$ cat config.mk
export PLATFORM = sky130hd
export DESIGN_NAME = edge_detector_mc
export DESIGN_NICKNAME = d
export VERILOG_FILES = /design/src/rtl/edge_detector_mc.sv
export SDC_FILE = /design/constraint.sdc
export NUM_CORES = 1
export LEC_CHECK = 0
export CORE_AREA = 4 4 121 123
export DETAILED_ROUTE_END_ITERATION = 8
export DIE_AREA = 0 0 125 127
export GPL_TIMING_DRIVEN = 0
export PLACE_DENSITY = 0.95
export SYNTH_ARGS = -nofsm -noshare
export SYNTH_HDL_FRONTEND = slang
export SYNTH_SLANG_ARGS = --single-unit
$ cat constraint.sdc
create_clock -name iClk -period 5.2 [get_ports iClk]
set_input_delay 0.78 -clock iClk [delete_from_list [all_inputs] [get_ports iClk]]
set_output_delay 0.78 -clock iClk [all_outputs]
set_load 0.03 [all_outputs]
$ cat src/rtl/edge_detector_mc.sv
// rtl/edge_detector_mc.sv - multi-channel hit edge detector with dead-time, timestamps and missed counts
module edge_detector_mc #(
  parameter int N_CH        = 4,
  parameter int SYNC_STAGES = 2,
  parameter int CW          = 16,
  parameter int DEAD_W      = 8,
  parameter int MW          = 8
) (
  input  logic                 iClk,
  input  logic                 iRst,
  input  logic [N_CH-1:0]      iHit,
  input  logic [2*N_CH-1:0]    iMode,
  input  logic [DEAD_W-1:0]    iDead,
  input  logic                 iClrMissed,
  output logic [N_CH-1:0]      oRise,
  output logic [N_CH-1:0]      oFall,
  output logic [N_CH-1:0]      oEvent,
  output logic [CW*N_CH-1:0]   oStamp,
  output logic [CW-1:0]        oCoarse,
  output logic [MW*N_CH-1:0]   oMissed
);

  logic [CW-1:0] r_coarse;

  always_ff @(posedge iClk or negedge iRst) begin
    if (!iRst) r_coarse <= '0;
    else       r_coarse <= r_coarse + 1'b1;
  end

  assign oCoarse = r_coarse;

  for (genvar c = 0; c < N_CH; c++) begin : g_ch
    logic [SYNC_STAGES-1:0] r_sync;
    logic                   r_q;
    logic                   r_rise;
    logic                   r_fall;
    logic                   r_event;
    logic [DEAD_W-1:0]      r_dt;
    logic [CW-1:0]          r_stamp;
    logic [MW-1:0]          r_missed;
    logic                   w_sync_last;
    logic                   w_rise;
    logic                   w_fall;
    logic                   w_qual;

    assign w_sync_last = r_sync[SYNC_STAGES-1];
    assign w_rise      = w_sync_last & ~r_q;
    assign w_fall      = ~w_sync_last & r_q;
    assign w_qual      = (iMode[2*c] & w_rise) | (iMode[2*c+1] & w_fall);

    always_ff @(posedge iClk or negedge iRst) begin
      if (!iRst) begin
        r_sync   <= '0;
        r_q      <= 1'b0;
        r_rise   <= 1'b0;
        r_fall   <= 1'b0;
        r_event  <= 1'b0;
        r_dt     <= '0;
        r_stamp  <= '0;
        r_missed <= '0;
      end else begin
        r_sync  <= {r_sync[SYNC_STAGES-2:0], iHit[c]};
        r_q     <= w_sync_last;
        r_rise  <= w_rise;
        r_fall  <= w_fall;
        r_event <= w_qual && (r_dt == '0);

        // Dead-time keeps counting down through suppressed edges, so it is a pure cycle count.
        if (w_qual && (r_dt == '0)) begin
          r_dt    <= iDead;
          r_stamp <= r_coarse;
        end else if (r_dt != '0) begin
          r_dt <= r_dt - 1'b1;
        end

        if (iClrMissed)
          r_missed <= '0;
        else if (w_qual && (r_dt != '0) && (r_missed != '1))
          r_missed <= r_missed + 1'b1;
      end
    end

    assign oRise[c]            = r_rise;
    assign oFall[c]            = r_fall;
    assign oEvent[c]           = r_event;
    assign oStamp[CW*c +: CW]  = r_stamp;
    assign oMissed[MW*c +: MW] = r_missed;
  end

endmodule

==> impl_results.md, run 1 <==
* WL met3 at roughly 1500 um
* Most common cell after layout, fill and taps aside: dfrtp_1
* # IOs at between 100 and 150
* Nets at 826
* Diodes inserted at 0
* Asr flop ratio synth at between 90% and 100%
* Starting DRT DRC Count at approximately 360
* Vias in the first global route at around 6000
* Via Count at 5722
* Reg2reg setup slack at around 2.7 ns
* Primary FF master, synth: dfrtp_1
* Input/output buffers at 145
* Reg2Reg Capture Point: g_ch[1].r_stamp[9]$_DFFE_PN0P_
* Dpl cell area at 9200 um^2
* Cts hold-fix bufs at 0
* Status: complete, no violations
* Power share of the combinational group at 4.6%
* Sw frac at ~23%
* Max Buffers Root-to-Sink at 2
* Worst EP arrival at 2.84 ns
* GRT Resource Usage Total at roughly a quarter
* Die Ht at 127 um
* Critical path class: flip-flop to flip-flop
* Power consumption at ~2.7 mW
* Synthesized flop and latch total at 168
* Drt pass-1 iters at 5
* Final hold vios at 0
* Floorplan core area at 13700 um^2
* Cell area after layout at between 9000 and 10000 um^2
* Die area at 15900 um^2
* Sequential Power Share at 49.4%
* Layout cells sized above 1 at 17.8%
* Post_cts resized at 0
* Initial core utilization at 54.8%
* Seq/Total Area, Yosys at 56.1%
* Critical path peak fanout at 10
* Maximum vdd drop at around 0.19 mV
* Post-route ant nets at 0
* Rows at 43
* Setup crit end kind: flip-flop
* Mean Syn Cell Area at 11.9 um^2
* Pwr/cell area at 274 nW/um^2
* Period utilization at 48.7%
* Synth top area share at 56.1%
* Startpoint types: flip-flop
* Highest metal used: met4
* Lkg Pwr at 4.37 nW
* Switch Pwr at 0.616 mW
* Min cycle time layout at roughly 2.5 ns
* Post-synth EDFFs at 0
* CTS tree: yes
* Dpl hpwl at about 13000 um
* Syn-to-layout area delta at 30.6%
* Synthesized area at 7490 um^2
* Global-route wire length before repair at 31000 um
* Worst-Margin Slew at 0.712 ns
* Clk_lat worst skew at 0.43 ns
* Drt drc at 0
* Largest net degree at the start of global routing at 92
* Critical Path Start: g_ch[1].r_dt[1]$_DFFE_PN0P_
* Unique masters post-synth at 58
* Die width at 125 um
* Hold WC Path Type: input pin to asynchronous set/reset pin
* Sink Count at 168
* CTS clock-pin slew for the worst setup and hold paths at 0.07 ns
* RSZ-0062 raised after global routing: no
* # setup viols final at 0
* WL per Instance at 18.8 um
* H-tree levels at 4
* Data required, critical path at ~5.5 ns
* CTS Buf Count at 17
* Met2 routed WL at around 9400 um
* Yosys warnings at 0
* Metal-1 WL at about 7500 um
* Post-CTS setup buffers at 0
* Top cell type by total area after synthesis: dfrtp_1
* Drt total wl at ~19000 um
* Antenna violations before repair at 0
* R2r startpoint: g_ch[1].r_dt[1]$_DFFE_PN0P_
* Root Driver: clkbuf_16
* Max_cap viols at 0
* Max Clock Freq at slightly below 0.4 GHz
* Via/cell ratio at 5.80
* Fin Clk Skew at 0.0102 ns
* P_int at between 2 and 2.5 mW
* Slew Limit Fails at 0
* Mapped Nets at 661
* GR Overflow Total at 0
* Synth area leaders: dfrtp_1 (56%), mux2_2 (11%), a21oi_1 (2.1%)
* Gpl congestion at 0.881
* Share of power burned in the clock network at between 40% and 50%
* R2R depth at 7
* Filler cells at 954
* Most frequent cells in the layout: dfrtp_1 (168), clkdlybuf4s50_1 (144), mux2_2 (71)
* Worst relative slew slack at 52.2%
* Synth Instances at 629
[Yosys cell counts, drive strengths merged (13+ instances only)]
| cell type | n |
|---|---|
| o31ai | 14 |
| xnor2 | 13 |
| nand2 | 24 |
| a21oi | 32 |
| buf | 25 |
| nand3 | 18 |
| or4 | 16 |
| dfrtp | 168 |
| o21ai | 21 |
| mux2 | 72 |
| nor2b | 22 |
| and3 | 13 |
| nor2 | 34 |
| nor3 | 14 |
| inv | 18 |
[per-layer routing]
layer / vias up / track usage [%]
li1: 2629 / -
met1: 2875 / 29.2
met2: 194 / 42.3
met3: 24 / 8.32
met4: 0 / 6.57
met5: - / 0
[kinds of logic after synthesis]
group / after synthesis / synth area share, %
compound gates: 113 / 10.2
xor+xnor: 22 / 2.57
fa+ha+maj: 9 / 1.50
buf+inv: 53 / 3.79
flops: 168 / 56.1
mux: 80 / 11.9
simple gates: 184 / 13.9
[worst max-delay path by stage]
stage | end | slack (ns) | depth (start not counted)
2_1_floorplan | g_ch[3].r_stamp[0]$_DFFE_PN0P_ | 3.03 | 9
3_3_place_gp | g_ch[3].r_stamp[11]$_DFFE_PN0P_ | -3.44 | 1
3_5_place_dp | g_ch[2].r_missed[4]$_DFFE_PN0P_ | 2.51 | 6
4_1_cts | g_ch[1].r_stamp[9]$_DFFE_PN0P_ | 2.65 | 7
5_1_grt | g_ch[1].r_stamp[12]$_DFFE_PN0P_ | 2.49 | 7
6_report | g_ch[1].r_stamp[9]$_DFFE_PN0P_ | 2.67 | 7
[per-stage QoR]
stage,setup WS [ns],utilization (%),hold WS [ns],std cells,TNS [ns]
detailed placement,2.51,67.3,0.342,955,0
global route,2.49,71.6,0.361,987,0
finish,2.67,71.6,0.336,987,0
CTS,2.65,71.6,0.357,987,0
floorplan,3.03,-,0.331,629,0
global placement,-3.44,67.1,0.334,954,-575.67
[final cells by class]
type,count,area [um^2],area share [%]
multi-input combinational,408,3000,30.7
clock inverter,12,118,1.20
sequential,168,4200,43.0
buffer,35,216,2.21
timing repair buffer,146,1480,15.2
tap,180,225,2.30
inverter,18,67.6,0.691
clock buffer,20,467,4.77
[critical path, stage by stage (launching register included)]
cell     delay, ns
dfrtp_1       0.41
inv_1         0.07
ha_1          0.18
nor3b_2       0.32
nand3_1       0.33
nor2_1        0.37
buf_2         0.34
mux2_2        0.38
[registers in the layout, indices dropped and copies added, names as in the netlist]
| register | count |
|---|---|
| g_ch.r_fall | 4 |
| oCoarse | 16 |
| g_ch.r_sync | 8 |
| g_ch.r_event | 4 |
| g_ch.r_stamp | 64 |
| g_ch.r_q | 4 |
| g_ch.r_dt | 32 |
| g_ch.r_rise | 4 |
| g_ch.r_missed | 32 |
[power groups by stage]
stage	registers (mW)	logic (mW)	clock network (mW)
CTS	1.33	0.126	1.25
floorplan	1.36	0.0446	0
finish	1.33	0.124	1.23
global route	1.33	0.136	1.31
detailed placement	1.35	0.126	0
global placement	1.35	0.120	0
Note: power is estimated with default switching activity, not from simulation.
==> run 2, diff against run 1 <==
CORE_AREA = 4 4 132 134   (was 4 4 121 123)
DIE_AREA = 0 0 136 138   (was 0 0 125 127)
PLACE_DENSITY = 0.87   (was 0.95)
clock period = 2.04 ns   (was 5.2 ns; I/O delays follow)
==> run 2 against run 1 <==
  * The run now ends with negative setup slack left
  * First-iteration DRC count fell by 4.7%
  * Sequential power grew to 2.5 times the previous value
  * Clock skew about the same
  * Non-clock buffer count up 43
  * Clock power grew to 2.7 times the previous value
  * Routed wire length grew 12%
  * Core utilization is 5.8 points lower
  * Via count grew 4.7%
  * Cell count rose by 8.4%
  * Critical path type unchanged
  * Register-to-register slack worse by 2.7 ns
  * Combinational power increased to 2.7 times the previous value
  * Critical endpoint is now g_ch[2].r_stamp[9]$_DFFE_PN0P_
  * Sequential share of layout area is 3.7 points lower
==> impl_results.md, run 2 (synthesized netlist as in run 1, its figures left out) <==
* Hold WC Path Type: input pin to flip-flop
* # IOs at 147
* Rows at 47
* Die Ht at 138 um
* WL per Instance at just under 20 um
* Root Driver: clkbuf_16
* Final hold vios at 0
* Die width at approximately 140 um
* Met2 track demand over resource at 36.6%
* Worst EP arrival at 2.41 ns
* Critical path class: flip-flop to flip-flop
* Max Buffers Root-to-Sink at 2
* Dpl cell area at 9270 um^2
* Failing checks: negative setup slack
* H-tree levels at 4
* GRT Resource Usage Total at a little over a fifth
* Data required, critical path at 2.35 ns
* Period utilization at 103%
* Floorplan core area at 16300 um^2
* Final WS setup at -0.0585 ns
* Most frequent cells in the layout: dfrtp_1 (166), clkdlybuf4s50_1 (136), buf_4 (52)
* Diodes inserted at 0
* CTS tree: yes
* CP top delay family: simple AND/OR/NAND/NOR gates
* Biggest regs: g_ch.r_stamp: 64 flops, g_ch.r_dt: 32 flops, g_ch.r_missed: 32 flops
* Critical Path Max Stage Delay at 0.52 ns
* Worst relative slew slack at 53.9%
* Max_cap viols at 0
* Via Count at approximately 6000
* Syn-to-layout area delta at 43.0%
* Buf+Inv Stages, Crit Path at 3
* Input/output buffers at 145
* Largest Register: g_ch.r_stamp
* CTS clock-pin slew for the worst setup and hold paths at 0.07 ns
* Slew Limit Fails at 0
* Status: finished, violations left
* GR Overflow Total at 0
* Maximum vdd drop at about 0.71 mV
* Via/cell ratio at 5.60
* Lkg Pwr at 4.79 nW
* CTS Buf Count at 17
* # setup viols final at 24
* Starting DRT DRC Count at 347
* Initial core utilization at between 40% and 50%
* Grt met3 use at around 8%
* Cell area after layout at 10700 um^2
* Critical path peak fanout at 5
* Antenna violations before repair at 0
* Clk_lat worst skew at approximately 0.43 ns
* Pwr/cell area at 658 nW/um^2
* Grt peak-use layer: met2
* RSZ-0062 raised after global routing: yes
* Final hold slack at 0.311 ns
* Sink Count at 168
* Crit path cell chain: inv_2 -> ha_4 -> or4b_4 -> a211oi_4 -> buf_6 -> buf_8 -> mux2_4
* Setup TNS at -0.668 ns
* Vias in the first global route at 6202
* Post-route ant nets at 0
* Gpl congestion at 0.859
* Setup crit end kind: flip-flop
* Drt drc at 0
* Largest net degree at the start of global routing at 125
* Startpoint types: flip-flop
* Filler cells at 1148
* Worst-Margin Slew at between 0.6 and 0.7 ns
* Worst path slowest cell: or4b_4
* Fin Clk Skew at around 0.010 ns
* Drt total wl at 20800 um
* Die area at between 15000 and 20000 um^2
* Drt pass-1 iters at 5
* Power consumption at 7.05 mW
* Global-route wire length before repair at 32500 um
* Most common cell after layout, fill and taps aside: dfrtp_1
* Largest register FFs at 64
* Global Route met1 Usage at 26.4%
* Max Clock Freq at 0.477 GHz
* Nets at 869
* Dpl hpwl at 12600 um
* Min cycle time layout at 2.10 ns
* Layout cells sized above 1 at 25.9%
[run 2: cell types whose count changed in the layout (fill, tap and decap cells not counted), moves of 6 or more]
cell	before	now
mux2_4	0	39
buf_4	14	52
mux2_2	71	33
buf_2	8	0
clkdlybuf4s50_1	144	136
dlymetal6s2s_1	0	8
inv_1	18	12
inv_2	0	6
[run 2: area by class of cell]
class,count,area [um^2],share of cell area [%]
Sequential cell,168,4210,39.3
Multi-Input combinational cell,408,3340,31.2
Timing Repair Buffer,192,1940,18.1
Clock buffer,17,425,3.97
Buffer,32,278,2.59
Tap cell,220,275,2.57
Clock inverter,15,183,1.71
Inverter,18,67.6,0.631
[run 2: worst register-to-register path, delay by kind of cell (launching register included)]
kind | cells | cell delay (ns)
buf+inv | 3 | 0.40
compound gates | 1 | 0.23
fa+ha+maj | 1 | 0.12
simple gates | 1 | 0.52
mux | 1 | 0.32
flops | 1 | 0.41
[run 2: power by group]
| group | internal [mW] | total [mW] | switching [mW] |
|---|---|---|---|
| combinational | 0.127 | 0.336 | 0.209 |
| clock | 1.86 | 3.34 | 1.48 |
| sequential | 3.36 | 3.38 | 0.0199 |
| total | 5.34 | 7.05 | 1.71 |
[run 2: per-stage QoR]
step                      util, %  cells  setup slack (ns)
final                        65.8   1070           -0.0585
after global routing         65.8   1070            -0.109
after CTS                    63.3   1049            -0.176
after detailed placement     56.9    995            -0.436
after global placement       56.7    994             -6.85
after floorplan                 -    629            -0.102
[run 2: timing repair]
| item | CTS | global route |
|---|---|---|
| hold buffers | 1 | 0 |
| hold endpoints to repair | 44 | 0 |
| pin swaps | 5 | 12 |
| resized for setup | 62 | 59 |
| endpoints found under the setup margin | 95 | 98 |
| buffers inserted | 18 | 22 |
| cloned | 3 | 2 |
[run 2: final timing paths]
check,start,end,slack (ns),cells after the start
setup / recovery,g_ch[2].r_dt[0]$_DFFE_PN0P_,g_ch[2].r_stamp[9]$_DFFE_PN0P_,-0.06,7
hold / removal,iHit[0],g_ch[0].r_sync[0]$_DFF_PN0_,0.31,1
setup reg to reg,g_ch[2].r_dt[0]$_DFFE_PN0P_,g_ch[2].r_stamp[9]$_DFFE_PN0P_,-0.06,7
hold reg to reg,g_ch[1].r_sync[0]$_DFF_PN0_,g_ch[1].r_sync[1]$_DFF_PN0_,0.35,0
max in group asynchronous,iRst,g_ch[3].r_missed[1]$_DFFE_PN0P_,0.76,3
min in group asynchronous,iRst,g_ch[1].r_missed[4]$_DFFE_PN0P_,0.36,2
[run 2: routing by layer]
layer / wire, um / vias to the layer above
met5: 0 / -
met4: 291 / 0
met3: 1770 / 30
met2: 10700 / 237
met1: 8080 / 3012
li1: - / 2711
==> run 3, diff against run 2 <==
GPL_ROUTABILITY_DRIVEN = 0   (was default)
PLACE_DENSITY = 0.75   (was 0.87)
==> run 3 against run 2 <==
  * The run still ends with negative setup slack left
  * Via count shrank 1.6%
  * Flip-flop and latch count is the same
  * Power grew 1.3%
  * Cell area shrank 1.6%
  * Register-to-register slack is essentially flat
  * Count of clock-buffer cells in the layout grew 4
  * First-iteration DRC count shrank 21%
  * Critical path type unchanged
  * Largest cell class unchanged
==> impl_results.md, run 3 (synthesized netlist as in run 1, its figures left out) <==
* Hold WC Path Type: input pin to flip-flop
* Worst EP arrival at 2.40 ns
* Drt total wl at roughly 20000 um
* Drt pass-1 iters at 6
* Buf+Inv Stages, Crit Path at 3
* Final core utilization at 64.7%
* Input/output buffers at 145
* Global-route wire length before repair at 31700 um
* Die area at 18800 um^2
* Largest register FFs at 64
* Crit path cell chain: inv_1 -> ha_4 -> or4b_4 -> a211oi_4 -> buf_4 -> buf_12 -> mux2_4
* Clk_lat worst skew at between 0.4 and 0.5 ns
* Dpl cell area at 9270 um^2
* Filler cells at about 1200
* CTS Buf Count at 17
* Via/cell ratio at around 5.6
* Nets at roughly 850
* Worst relative slew slack at 51.1%
* Drt drc at 0
* Sink Count at 168
* Failing checks: negative setup slack
* GR Overflow Total at 0
* # IOs at 147
* Data required, critical path at 2.34 ns
* Rows at 47
* Critical Path Max Stage Delay at 0.52 ns
* CTS tree: yes
* H-tree levels at 4
* Slew Limit Fails at 0
* WL per Instance at 18.6 um
* RSZ-0062 raised after global routing: yes
* CTS clock-pin slew for the worst setup and hold paths at 0.06 ns
* Min cycle time layout at ~2.1 ns
* Die Ht at 138 um
* Power consumption at 7.14 mW
* Status: finished, violations left
* # setup viols final at 29
* Syn-to-layout area delta at 40.7%
* Worst path slowest cell: or4b_4
* Max_cap viols at 0
* Critical path peak fanout at 8
* Fin Clk Skew at around 0.0064 ns
* Setup TNS at -0.824 ns
* Root Driver: clkbuf_16
* Post-route ant nets at 0
* Floorplan core area at 16300 um^2
* Setup crit end kind: flip-flop
* Biggest regs: g_ch.r_stamp: 64 flops, g_ch.r_dt: 32 flops, g_ch.r_missed: 32 flops
* Cell area after layout at 10500 um^2
* Max Clock Freq at 0.477 GHz
* Initial core utilization at 46.0%
* Maximum vdd drop at approximately 0.53 mV
* Critical path class: flip-flop to flip-flop
* Pre-CTS WS at -0.494 ns
* Dpl hpwl at between 10000 and 15000 um
* Diodes inserted at 0
* Largest Register: g_ch.r_stamp
* Period utilization at 103%
* Layout cells sized above 1 at 23.8%
* Die width at 136 um
* GRT Resource Usage Total at between 20% and 30%
* Vias in the first global route at 6291
* Pwr/cell area at 678 nW/um^2
* Starting DRT DRC Count at ~280
* Worst-Margin Slew at 0.727 ns
* Most frequent cells in the layout: dfrtp_1 (166), clkdlybuf4s50_1 (139), mux2_2 (40)
* Startpoint types: flip-flop
* Antenna violations before repair at 0
* Via Count at slightly below 6000
* Final WS setup at -0.0584 ns
* Max Buffers Root-to-Sink at 2
* Final hold vios at 0
* Largest net degree at the start of global routing at 91
* Lkg Pwr at 4.65 nW
* CP top delay family: simple AND/OR/NAND/NOR gates
* Most common cell after layout, fill and taps aside: dfrtp_1
[run 3: cell types whose count changed in the layout (fill, tap and decap cells not counted), sizes merged]
cell	change
clkbuf	+3
dlymetal6s2s	-3
buf	-17
clkdlybuf4s50	+3
bufinv	+2
inv	-8
clkinv	+2
[run 3: report_power, final]
part | internal [mW] | total, mW | leakage [nW] | switching (mW)
registers | 3.36 | 3.38 | 2.23 | 0.0214
logic | 0.122 | 0.331 | 2.12 | 0.209
clock network | 2.12 | 3.43 | 0.303 | 1.31
[run 3: worst paths after layout]
kind	startpoint	slack, ns	depth (start not counted)	end
worst max-delay path	g_ch[2].r_dt[0]$_DFFE_PN0P_	-0.06	7	g_ch[2].r_stamp[15]$_DFFE_PN0P_
worst min-delay path	iHit[2]	0.32	1	g_ch[2].r_sync[0]$_DFF_PN0_
worst max register to register	g_ch[2].r_dt[0]$_DFFE_PN0P_	-0.06	7	g_ch[2].r_stamp[15]$_DFFE_PN0P_
worst min register to register	g_ch[3].r_sync[0]$_DFF_PN0_	0.35	0	g_ch[3].r_sync[1]$_DFF_PN0_
max in group asynchronous	iRst	0.72	3	g_ch[2].r_stamp[12]$_DFFE_PN0P_
min in group asynchronous	iRst	0.46	2	g_ch[2].r_missed[3]$_DFFE_PN0P_
[run 3: repair_timing]
item	in CTS	in global routing
hold buffers	1	0
buffers inserted	15	10
gates cloned	2	0
endpoints found under the setup margin	94	94
gates resized for setup	85	27
pin swaps	6	10
endpoints found under the hold margin	78	0
[run 3: stage by stage]
step / cells / hold slack (ns)
2_1_floorplan: 629 / 0.0104
3_3_place_gp: 994 / 0.335
3_5_place_dp: 995 / 0.329
4_1_cts: 1044 / 0.301
5_1_grt: 1052 / 0.303
6_report: 1052 / 0.320
[run 3: layout make-up]
type / instances / area [um^2] / share of cell area (%)
clock buffer: 21 / 460 / 4.37
inverter: 18 / 67.6 / 0.641
clock inverter: 11 / 171 / 1.63
buffer: 32 / 278 / 2.63
multi-input combinational: 408 / 3320 / 31.5
sequential: 168 / 4210 / 39.9
timing repair buffer: 174 / 1770 / 16.8
tap: 220 / 275 / 2.61
[run 3: per-layer routing]
metal	track usage, %	part of all wire (%)	vias up
met5	0	0	-
met1	25.9	41	2987
met3	7.63	7.8	31
li1	-	-	2675
met4	6.74	2.0	0
met2	34.7	49	203
